[src/rtl/theta_stim_pkg.sv]
// Shared types, default parameters and helpers for the theta-locked stimulus sequencer.
// Amplitudes and thresholds are Q4.14 signed values.
package theta_stim_pkg;

  typedef enum logic [3:0] {
    ST_IDLE,
    ST_WAIT_PEAK,
    ST_STIM_HOLD,
    ST_WAIT_FALL,
    ST_WAIT_TROUGH,
    ST_SETTLE,
    ST_CUE,
    ST_CUE_HOLD,
    ST_WAIT_PEAK2,
    ST_POST,
    ST_FINISH
  } state_e;

  typedef enum logic {
    MODE_TRAIN  = 1'b0,
    MODE_RECALL = 1'b1
  } mode_e;

  localparam int unsigned TICK_W = 16;
  localparam int unsigned PAT_W  = 6;

  localparam int          DEF_WIDTH         = 18;
  localparam int          DEF_FRAC          = 14;
  localparam int          DEF_PEAK_THRESH   = 12288;
  localparam int          DEF_TROUGH_THRESH = -12288;
  localparam int          DEF_FALL_MARGIN   = 2000;
  localparam int          DEF_TRAIN_AMP     = 12000;
  localparam int          DEF_CUE_AMP       = -8000;
  localparam int unsigned DEF_STIM_HOLD     = 30;
  localparam int unsigned DEF_SETTLE        = 50;
  localparam int unsigned DEF_CUE_SAMPLE    = 10;
  localparam int unsigned DEF_CUE_HOLD      = 50;
  localparam int unsigned DEF_POST          = 20;
  localparam int unsigned DEF_TIMEOUT       = 4000;

  // Sequence parameters captured when a start is accepted.
  typedef struct packed {
    mode_e              mode;
    logic [PAT_W-1:0]   pattern;
    logic [PAT_W-1:0]   expected;
  } job_t;

  // Number of bit positions where the recalled pattern agrees with the target.
  function automatic logic [2:0] match_count(input logic [PAT_W-1:0] a,
                                             input logic [PAT_W-1:0] b);
    logic [2:0] n;
    n = '0;
    for (int unsigned i = 0; i < PAT_W; i++) begin
      n = n + {2'b00, ~(a[i] ^ b[i])};
    end
    return n;
  endfunction

endpackage

[src/rtl/tick_timer.sv]
// Loadable down-counter advanced by the update strobe; expire_o flags the tick
// on which the loaded count runs out.
module tick_timer #(
  parameter int unsigned W = 16
) (
  input  logic         clk,
  input  logic         rst,
  input  logic         clk_en_i,
  input  logic         load_i,
  input  logic [W-1:0] load_val_i,
  output logic         expire_o
);

  logic [W-1:0] count_q;

  always_ff @(posedge clk) begin
    if (rst) begin
      count_q <= '0;
    end else if (load_i) begin
      count_q <= load_val_i;
    end else if (clk_en_i && (count_q != '0)) begin
      count_q <= count_q - W'(1);
    end
  end

  // Combinational so the owner can act on the expiring tick without a cycle of lag.
  assign expire_o = clk_en_i && (count_q == W'(1));

endmodule

[src/rtl/theta_stim_sequencer.sv]
// Phase-locks encode stimuli to theta peaks and recall cues to theta troughs,
// counts sampled CA3 learning events and scores recalled patterns.
module theta_stim_sequencer
  import theta_stim_pkg::*;
#(
  parameter int          WIDTH         = DEF_WIDTH,
  parameter int          FRAC          = DEF_FRAC,
  parameter int          PEAK_THRESH   = DEF_PEAK_THRESH,
  parameter int          TROUGH_THRESH = DEF_TROUGH_THRESH,
  parameter int          FALL_MARGIN   = DEF_FALL_MARGIN,
  parameter int          TRAIN_AMP     = DEF_TRAIN_AMP,
  parameter int          CUE_AMP       = DEF_CUE_AMP,
  parameter int unsigned STIM_HOLD     = DEF_STIM_HOLD,
  parameter int unsigned SETTLE        = DEF_SETTLE,
  parameter int unsigned CUE_SAMPLE    = DEF_CUE_SAMPLE,
  parameter int unsigned CUE_HOLD      = DEF_CUE_HOLD,
  parameter int unsigned POST          = DEF_POST,
  parameter int unsigned TIMEOUT       = DEF_TIMEOUT
) (
  input  logic                    clk,
  input  logic                    rst,
  input  logic                    clk_en,
  input  logic signed [WIDTH-1:0] theta_x,
  input  logic                    start,
  input  logic                    mode,
  input  logic [PAT_W-1:0]        pattern,
  input  logic [PAT_W-1:0]        expected,
  input  logic [3:0]              reps,
  input  logic                    abort,
  input  logic                    ca3_learning,
  input  logic                    ca3_recalling,
  input  logic [PAT_W-1:0]        ca3_phase_pattern,
  output logic signed [WIDTH-1:0] sensory_input,
  output logic                    busy,
  output logic                    done,
  output logic                    timeout_err,
  output logic [3:0]              learn_count,
  output logic                    recall_hit,
  output logic [2:0]              accuracy
);

  if ((FRAC >= WIDTH) || (STIM_HOLD == 0) || (SETTLE == 0) || (CUE_SAMPLE == 0) ||
      (CUE_HOLD == 0) || (POST == 0) || (TIMEOUT == 0)) begin : g_bad_params
    $error("theta_stim_sequencer: invalid parameter set");
  end

  localparam logic signed [WIDTH-1:0] PEAK_LVL   = WIDTH'(PEAK_THRESH);
  localparam logic signed [WIDTH-1:0] FALL_LVL   = WIDTH'(PEAK_THRESH - FALL_MARGIN);
  localparam logic signed [WIDTH-1:0] TROUGH_LVL = WIDTH'(TROUGH_THRESH);
  localparam logic signed [WIDTH-1:0] TRAIN_LVL  = WIDTH'(TRAIN_AMP);
  localparam logic signed [WIDTH-1:0] CUE_LVL    = WIDTH'(CUE_AMP);

  localparam logic [TICK_W-1:0] T_HOLD   = TICK_W'(STIM_HOLD);
  localparam logic [TICK_W-1:0] T_SETTLE = TICK_W'(SETTLE);
  localparam logic [TICK_W-1:0] T_CUE    = TICK_W'(CUE_SAMPLE);
  localparam logic [TICK_W-1:0] T_CUEH   = TICK_W'(CUE_HOLD);
  localparam logic [TICK_W-1:0] T_POST   = TICK_W'(POST);
  localparam logic [TICK_W-1:0] T_TOUT   = TICK_W'(TIMEOUT);

  state_e                  state_q, state_d;
  job_t                    job_q, job_d;
  logic [3:0]              rep_q, rep_d;
  logic signed [WIDTH-1:0] sens_q, sens_d;
  logic                    busy_q, busy_d;
  logic                    done_q, done_d;
  logic                    tout_q, tout_d;
  logic [3:0]              learn_q, learn_d;
  logic                    hit_q, hit_d;
  logic [2:0]              acc_q, acc_d;

  logic                    tmr_load;
  logic [TICK_W-1:0]       tmr_val;
  logic                    tmr_exp;
  logic signed [WIDTH-1:0] amp;

  logic at_peak, below_fall, at_trough;
  assign at_peak    = (theta_x >= PEAK_LVL);
  assign below_fall = (theta_x <= FALL_LVL);
  assign at_trough  = (theta_x <= TROUGH_LVL);

  tick_timer #(
    .W (TICK_W)
  ) u_timer (
    .clk        (clk),
    .rst        (rst),
    .clk_en_i   (clk_en),
    .load_i     (tmr_load),
    .load_val_i (tmr_val),
    .expire_o   (tmr_exp)
  );

  always_comb begin
    amp = '0;
    if (job_q.pattern != '0) begin
      amp = (job_q.mode == MODE_RECALL) ? CUE_LVL : TRAIN_LVL;
    end
  end

  always_comb begin
    state_d  = state_q;
    job_d    = job_q;
    rep_d    = rep_q;
    sens_d   = sens_q;
    busy_d   = busy_q;
    done_d   = 1'b0;
    tout_d   = tout_q;
    learn_d  = learn_q;
    hit_d    = hit_q;
    acc_d    = acc_q;
    tmr_load = 1'b0;
    tmr_val  = T_TOUT;

    if (abort) begin
      state_d = ST_IDLE;
      sens_d  = '0;
      busy_d  = 1'b0;
    end else if (state_q == ST_IDLE) begin
      if (start) begin
        job_d    = '{mode: mode_e'(mode), pattern: pattern, expected: expected};
        rep_d    = reps;
        busy_d   = 1'b1;
        tout_d   = 1'b0;
        learn_d  = '0;
        hit_d    = 1'b0;
        acc_d    = '0;
        tmr_load = 1'b1;
        if (mode_e'(mode) == MODE_RECALL) state_d = ST_WAIT_TROUGH;
        else if (reps == 4'd0)            state_d = ST_FINISH;
        else                              state_d = ST_WAIT_PEAK;
      end
    end else if (state_q == ST_FINISH) begin
      done_d  = 1'b1;
      busy_d  = 1'b0;
      sens_d  = '0;
      state_d = ST_IDLE;
    end else if (clk_en) begin
      // Threshold checks take priority over timeout so a crossing on the last
      // permitted tick still advances normally.
      case (state_q)
        ST_WAIT_PEAK: begin
          if (at_peak) begin
            sens_d   = amp;
            state_d  = ST_STIM_HOLD;
            tmr_load = 1'b1;
            tmr_val  = T_HOLD;
          end else if (tmr_exp) begin
            tout_d  = 1'b1;
            sens_d  = '0;
            state_d = ST_FINISH;
          end
        end
        ST_STIM_HOLD: begin
          if (tmr_exp) begin
            if (ca3_learning && (learn_q != 4'hF)) learn_d = learn_q + 4'd1;
            state_d  = ST_WAIT_FALL;
            tmr_load = 1'b1;
          end
        end
        ST_WAIT_FALL: begin
          if (below_fall) begin
            sens_d   = '0;
            state_d  = ST_WAIT_TROUGH;
            tmr_load = 1'b1;
          end else if (tmr_exp) begin
            tout_d  = 1'b1;
            sens_d  = '0;
            state_d = ST_FINISH;
          end
        end
        ST_WAIT_TROUGH: begin
          if (at_trough) begin
            tmr_load = 1'b1;
            if (job_q.mode == MODE_RECALL) begin
              sens_d  = amp;
              state_d = ST_CUE;
              tmr_val = T_CUE;
            end else begin
              state_d = ST_SETTLE;
              tmr_val = T_SETTLE;
            end
          end else if (tmr_exp) begin
            tout_d  = 1'b1;
            sens_d  = '0;
            state_d = ST_FINISH;
          end
        end
        ST_SETTLE: begin
          if (tmr_exp) begin
            rep_d = rep_q - 4'd1;
            if (rep_q == 4'd1) begin
              state_d = ST_FINISH;
            end else begin
              state_d  = ST_WAIT_PEAK;
              tmr_load = 1'b1;
            end
          end
        end
        ST_CUE: begin
          if (tmr_exp) begin
            hit_d    = ca3_recalling;
            state_d  = ST_CUE_HOLD;
            tmr_load = 1'b1;
            tmr_val  = T_CUEH;
          end
        end
        ST_CUE_HOLD: begin
          if (tmr_exp) begin
            acc_d    = match_count(ca3_phase_pattern, job_q.expected);
            sens_d   = '0;
            state_d  = ST_WAIT_PEAK2;
            tmr_load = 1'b1;
          end
        end
        ST_WAIT_PEAK2: begin
          if (at_peak) begin
            state_d  = ST_POST;
            tmr_load = 1'b1;
            tmr_val  = T_POST;
          end else if (tmr_exp) begin
            tout_d  = 1'b1;
            sens_d  = '0;
            state_d = ST_FINISH;
          end
        end
        ST_POST: begin
          if (tmr_exp) state_d = ST_FINISH;
        end
        default: begin
          state_d = ST_IDLE;
          sens_d  = '0;
          busy_d  = 1'b0;
        end
      endcase
    end
  end

  always_ff @(posedge clk) begin
    if (rst) begin
      state_q <= ST_IDLE;
      job_q   <= '0;
      rep_q   <= '0;
      sens_q  <= '0;
      busy_q  <= 1'b0;
      done_q  <= 1'b0;
      tout_q  <= 1'b0;
      learn_q <= '0;
      hit_q   <= 1'b0;
      acc_q   <= '0;
    end else begin
      state_q <= state_d;
      job_q   <= job_d;
      rep_q   <= rep_d;
      sens_q  <= sens_d;
      busy_q  <= busy_d;
      done_q  <= done_d;
      tout_q  <= tout_d;
      learn_q <= learn_d;
      hit_q   <= hit_d;
      acc_q   <= acc_d;
    end
  end

  assign sensory_input = sens_q;
  assign busy          = busy_q;
  assign done          = done_q;
  assign timeout_err   = tout_q;
  assign learn_count   = learn_q;
  assign recall_hit    = hit_q;
  assign accuracy      = acc_q;

endmodule

[config.mk]
export PLATFORM = sky130hd
export DESIGN_NAME = theta_stim_sequencer
export DESIGN_NICKNAME = d
export VERILOG_FILES = /design/src/rtl/theta_stim_pkg.sv /design/src/rtl/tick_timer.sv /design/src/rtl/theta_stim_sequencer.sv
export SDC_FILE = /design/constraint.sdc
export NUM_CORES = 1
export LEC_CHECK = 0
export BUFFER_PORTS_ARGS = -buffer_cell sky130_fd_sc_hd__buf_2
export CAP_MARGIN = 25
export CORE_MARGIN = 4
export CORE_UTILIZATION = 45
export DETAILED_ROUTE_END_ITERATION = 16
export GPL_ROUTABILITY_DRIVEN = 0
export PLACE_DENSITY = 0.78
export SLEW_MARGIN = 20
export SYNTH_ARGS = -nofsm -noshare
export SYNTH_HDL_FRONTEND = slang
export SYNTH_HIERARCHICAL = 1
export SYNTH_SLANG_ARGS = --single-unit
[constraint.sdc]
create_clock -name clk -period 4.1 [get_ports clk]
set_input_delay 0.82 -clock clk [delete_from_list [all_inputs] [get_ports clk]]
set_output_delay 0.82 -clock clk [all_outputs]
set_load 0.01 [all_outputs]
==> results.tsv, run 1 <==
metric	value	unit
slowest_stage	nor4_1	
portBuffers	76	
die_h	105	microns
max_freq	0.292	GHz
ys_seq_area_frac	0.313	
min_period	3430	ps
power_frac_comb	0.339	
pwr-share-clk	0.278	
h-tree-depth	3	
synth_area	0.00422	sq mm
setup.worst_path.class	reg2reg	
postPlaceCellArea	0.00470	sq mm
grt.total_usage	0.211	
status	complete, no violations	
synth_compound_area_frac	0.278	
synth_ff_type	dfxtp_1	
maxSlewHeadroom	0.355	
synth.distinct_cells	80	
syn_inst	539	
final_util	0.533	
area_delta_synth_final	16.1	%
crit_chain	nor4_1, nor4b_1, buf_4, and4b_1, a21oi_1, o22a_1, a211oi_2, clkinv_1, and4_1, a2111oi_0	
cts_inserted_buffers	9	
fin_nets	667	
end_kind	flop	
yosys.area_share.simple	0.287	
grt_util_met3	0.0500	
drv_cap	0	
ys_async_sr_fraction	0	
cts_buffer_depth	2	
min_path_type	reg2reg	
drt_drc_violations_left	0	
critPathArrivalTime	3660	ps
max_stage_delay	590	ps
totalWireLength	11.5	mm
skew	12.3	ps
first_pass_iters	5	
final_antenna_net_count	0	
cts_tree	built	
setup_viol	0	
grt_max_degree	44	
p_sw	731	uW
drt_iter0_drc	267	
crit_required	4330	ps
grtUsageMet2	0.346	
die_area	0.0110	sq mm
drive_above_1_share	0.218	
fp-row-count	35	
p_seq_frac	0.383	
switching_share	0.356	
clkTransAtPathRegs	70	ps
yosysWarnings	6	
grt_busiest_layer	met2	
synth-seq-cells	66	
vias	4361	
viasPerCell	6.02	
grt_pass1_wl	19.5	mm
path_max_fanout	14	
muxShareOfSynthArea	0.00474	
grt_pass1_vias	4190	
dpl.cell_count	710	
design.portCount	77	
wire_per_inst	15.8	microns
setup_tns	0	ps
die_w	105	microns
grt_util_met1	0.267	
start_util	0.459	
rsz0062_at_grt	false	
cts-hold-fix-buffers	0	
syn_avg_cell_area	7.83	sq um
post-route-period-util	0.837	
antenna_found_initial	0	
insertion_delay	350	ps
power_density	418	mW/mm^2
hold_viol_final	0	
grt_overflow	0	
postCtsSetupBuffers	0	
worstMarginPinSlew	967	ps
cts_resized	0	
synthXorXnorAreaFrac	0.0207	
fin_area	0.00490	sq mm
synth_edf_count	0	
vdd_drop_max	0.295	mV
layout.cells.non_filler	725	
clock-sinks	66	
synth-adder-area-share	0.0320	
clockRootBuffer	clkbuf_8	
p_leak	0.00189	uW
nFillCells	872	
p_int	1320	uW
synth_top_family_by_area	simple AND/OR/NAND/NOR gates	
n_antenna_cell	0	
design.core.area	0.00920	sq mm
hpwl	8.59	mm
critPathLaunchType	flop	
drv_slew	0	
[cell usage in the layout (no fill, tap or decap), types with 6 or more instances in the layout]
cell      synthesis  layout
nand2_1          60      60
or3_1             7       7
conb_1            1       6
nor2_1           45      45
o211ai_1          7       7
a311oi_1         10      10
a31oi_1           8       8
xor2_1            8       8
nand2b_1          9       9
ha_1              6       6
buf_2            10      76
buf_4             0      12
o21ai_0          22      22
nor3_1           14      14
inv_1            30      30
a211oi_1         14      14
or2_2             8       8
nand4_1           8       8
nand3_1          12      12
a21oi_1          46      46
nor4_1            9       9
dfxtp_1          66      66
clkbuf_8          0      12
[cells in the mapped netlist, types with 3 or more instances]
cell / instances / area [sq um]
dfxtp_1: 66 / 1320
nand2_1: 60 / 225
a21oi_1: 46 / 230
nor2_1: 45 / 169
inv_1: 30 / 113
o21ai_0: 22 / 110
clkbuf_1: 20 / 75.1
a211oi_1: 14 / 105
nor3_1: 14 / 70.1
nand3_1: 12 / 60.1
a311oi_1: 10 / 87.6
buf_2: 10 / 50.1
nand2b_1: 9 / 56.3
nor4_1: 9 / 56.3
a31oi_1: 8 / 50.1
nand4_1: 8 / 50.1
or2_2: 8 / 50.1
xor2_1: 8 / 70.1
o211ai_1: 7 / 52.6
or3_1: 7 / 43.8
ha_1: 6 / 75.1
a2111oi_0: 5 / 43.8
and4_1: 5 / 43.8
nor2b_1: 5 / 31.3
o221ai_1: 5 / 43.8
or3_2: 5 / 37.5
or4_1: 5 / 37.5
o22ai_1: 4 / 25.0
or4b_1: 4 / 40.0
a211o_1: 3 / 26.3
and3_1: 3 / 18.8
fa_1: 3 / 60.1
nand3b_1: 3 / 22.5
nor4b_1: 3 / 26.3
o21bai_1: 3 / 22.5
o31ai_1: 3 / 22.5
or3b_1: 3 / 26.3
or4_4: 3 / 33.8
[power groups by stage]
stage / sequential (uW) / clock (uW) / combinational, uW
2_1_floorplan: 770 / 0 / 531
3_3_place_gp: 792 / 0 / 662
3_5_place_dp: 797 / 0 / 683
4_1_cts: 783 / 577 / 688
5_1_grt: 796 / 607 / 784
6_report: 786 / 570 / 694
[worst max-delay path, delay by kind of cell (launching register included)]
| kind | cells | cell delay (ps) |
|---|---|---|
| AND/OR/NAND/NOR | 4 | 1490 |
| AO/OA/AOI/OAI | 4 | 910 |
| buffers and inverters | 2 | 550 |
| flip-flops | 1 | 360 |
[registers in the layout (all words and copies together) (netlist names)]
name	flops
job_q	13
sensory_input	18
rep_q	4
busy	1
u_timer/count_q	16
done	1
timeout_err	1
recall_hit	1
state_q	4
learn_count	4
accuracy	3
[through the flow]
| stage | setup slack, ps | total power [uW] | hold slack [ps] |
|---|---|---|---|
| after floorplan | 566 | 1300 | 436 |
| after global placement | 492 | 1450 | 420 |
| after detailed placement | 401 | 1480 | 425 |
| after CTS | 729 | 2050 | 435 |
| after global routing | 200 | 2190 | 455 |
| final | 670 | 2050 | 432 |
[routing by layer]
layer  vias to the layer above  share of wire
li1                       2143              -
met1                      1998           0.42
met2                       183           0.48
met3                        37          0.071
met4                         0          0.030
met5                         -              0
[path summary, 6_finish.rpt]
kind	cells after the start	slack, ps	end	start
worst max-delay path	10	670	u_timer/count_q[9]	u_timer/count_q[8]
worst min-delay path	2	430	sensory_input[0]	sensory_input[0]
worst max register to register	10	670	u_timer/count_q[9]	u_timer/count_q[8]
worst min register to register	2	430	sensory_input[0]	sensory_input[0]
[cell families (layout without fill, tap and decap cells)]
logic type / after synthesis / in the layout
and+or+nand+nor: 222 / 222
xor gates and xnor gates: 10 / 10
other: 1 / 6
adders and majority gates: 9 / 9
buffers and inverters: 65 / 135
muxes: 2 / 2
AOI/OAI and AO/OA: 164 / 164
DFF: 66 / 66
[cell type report]
cell class | count | area (sq um) | share of cell area
multi-input combinational | 413 | 2650 | 0.540
inverter | 32 | 120 | 0.0245
sequential | 66 | 1320 | 0.270
clock buffer | 13 | 169 | 0.0345
clock inverter | 2 | 35.0 | 0.00715
tap | 111 | 139 | 0.0283
timing repair buffer | 88 | 470 | 0.0960
No activity file was read; power rests on OpenSTA's default activity.
==> inputs of run 2 (changes only) <==
clock period = 3.4 ns   (was 4.1 ns; I/O delays follow)
==> run 2 against run 1 <==
Compared with the run above:
- register-to-register slack worse by 370 ps
- setup slack worse by 370 ps
- critical endpoint is now state_q[1]
- combinational power up 28%
- final cell count increased by 1.5%
- clock power up 26%
==> results.tsv, run 2 (synthesis results as in run 1) <==
metric	value	unit	change
max_stage_delay	590	ps	about the same
vdd_drop_max	0.263	mV	was 0.295 mV
crit_chain	or4_4, nor4b_2, and4b_1, clkinv_1, buf_4, a21oi_1, o221ai_1, a21oi_1, buf_4, nor4b_1, a31oi_1		was nor4_1, nor4b_1, buf_4, and4b_1, a21oi_1, o22a_1, a211oi_2, clkinv_1, and4_1, a2111oi_0
die_w	105	microns	unchanged
start_util	0.459		unchanged
antenna_found_initial	0		unchanged
max_freq	0.323	GHz	was 0.292 GHz
die_area	0.0110	sq mm	unchanged
hold_viol_final	0		unchanged
grt_pass1_vias	4309		was 4190
totalWireLength	11.9	mm	was 11.5 mm
critPathLaunchType	flop		unchanged
vias	4514		was 4361
n_antenna_cell	0		unchanged
post-route-period-util	0.911		was 0.837
grt.total_usage	0.215		was 0.211
power_density	514	mW/mm^2	was 418 mW/mm^2
grt_max_degree	27		was 44
clockRootBuffer	clkbuf_8		unchanged
setup_tns	0	ps	unchanged
maxSlewHeadroom	0.369		was 0.355
pwr-share-clk	0.281		was 0.278
portBuffers	76		unchanged
design.core.area	0.00920	sq mm	unchanged
insertion_delay	350	ps	about the same
clock-sinks	66		unchanged
slowest_stage	or4_4		was nor4_1
fp-row-count	35		unchanged
p_seq_frac	0.373		was 0.383
setup.worst_path.class	reg2reg		unchanged
final_common_cell	buf_2		unchanged
p_leak	0.00194	uW	was 0.00189 uW
drv_slew	0		unchanged
final_util	0.543		was 0.533
skew	8.55	ps	was 12.3 ps
final_antenna_net_count	0		unchanged
hpwl	8.83	mm	was 8.59 mm
grt_overflow	0		unchanged
cts_buffer_depth	2		unchanged
wire_per_inst	16.2	microns	was 15.8 microns
switching_share	0.361		was 0.356
power_frac_comb	0.346		was 0.339
drv_cap	0		unchanged
h-tree-depth	3		unchanged
nFillCells	832		was 872
multiInputGateArea	0.00265	sq mm	about the same
end_kind	flop		unchanged
clkTransAtPathRegs	80	ps	was 70 ps
first_pass_iters	5		unchanged
status	complete, no violations		unchanged
cts_tree	built		unchanged
path_max_fanout	9		was 14
drt_iter0_drc	365		was 267
drive_above_1_share	0.235		was 0.218
min_path_type	reg2reg		unchanged
postCtsSetupBuffers	0		unchanged
largest_reg_flops	18		unchanged
setup_viol	0		unchanged
critPathArrivalTime	3320	ps	was 3660 ps
die_h	105	microns	unchanged
cts_resized	0		unchanged
p_int	1640	uW	was 1320 uW
crit_required	3630	ps	was 4330 ps
fin_nets	678		was 667
final_cell_mix	buf_2 (76), dfxtp_1 (66), nand2_1 (60), a21oi_1 (46), nor2_1 (45)		unchanged
p_sw	928	uW	was 731 uW
min_period	3100	ps	was 3430 ps
design.portCount	77		unchanged
worstMarginPinSlew	946	ps	was 967 ps
viasPerCell	6.13		was 6.02
cts_inserted_buffers	9		unchanged
rsz0062_at_grt	false		unchanged
drt_drc_violations_left	0		unchanged
seqCellArea	0.00132	sq mm	unchanged
area_delta_synth_final	18.3	%	was 16.1%
grt_pass1_wl	19.9	mm	was 19.5 mm
cts-hold-fix-buffers	0		unchanged
==> run 2: cell types whose count changed in the layout (fill, tap and decap cells not counted), sizes merged <==
cell and change:
bufinv +1, clkbuf -4, buf +11, clkinv +2, clkinvlp +1
==> run 2: per-layer routing <==
metal | global-route usage | part of all wire | vias up
met5 | 0 | 0 | -
li1 | - | - | 2167
met3 | 0.0426 | 0.081 | 35
met2 | 0.371 | 0.49 | 207
met4 | 0.0740 | 0.026 | 0
met1 | 0.265 | 0.40 | 2105
==> run 2: through the flow <==
stage | power, uW | cells | worst slack, ps | instance area, sq um | hold slack (ps)
after CTS | 2560 | 736 | 331 | 4990 | 436
after floorplan | 1570 | 544 | 5.76 | 4250 | 436
after global routing | 2720 | 736 | 126 | 4990 | 457
final | 2570 | 736 | 304 | 4990 | 431
after detailed placement | 1840 | 721 | 90.9 | 4790 | 425
after global placement | 1800 | 721 | 153 | 4790 | 422
==> run 2: final timing paths <==
kind                      startpoint                 to  slack [ps]  cells past startpoint
setup / recovery  u_timer/count_q[3]         state_q[1]         300                     11
hold / removal     sensory_input[12]  sensory_input[12]         430                      2
setup reg to reg  u_timer/count_q[3]         state_q[1]         300                     11
hold reg to reg    sensory_input[12]  sensory_input[12]         430                      2
==> run 2: area by class of cell <==
class                      instances  share of cell area
clock buffer                       9              0.0248
inverter                          32              0.0241
timing repair buffer              99               0.111
clock inverter                     6              0.0165
tap                              111              0.0278
sequential                        66               0.265
multi-input combinational        413               0.531
==> run 2: critical path, delay by kind of cell (launching register included) <==
kind                   cells  cell delay, ps
AO/OA/AOI/OAI              4             550
flip-flops                 1             370
buffers and inverters      3             480
AND/OR/NAND/NOR            4            1580
==> run 2: power groups by stage <==
stage	sequential [uW]	combinational (uW)	clock [uW]
5_1_grt	970	987	761
6_report	959	888	721
2_1_floorplan	929	645	0
3_5_place_dp	969	868	0
4_1_cts	954	876	730
3_3_place_gp	962	841	0
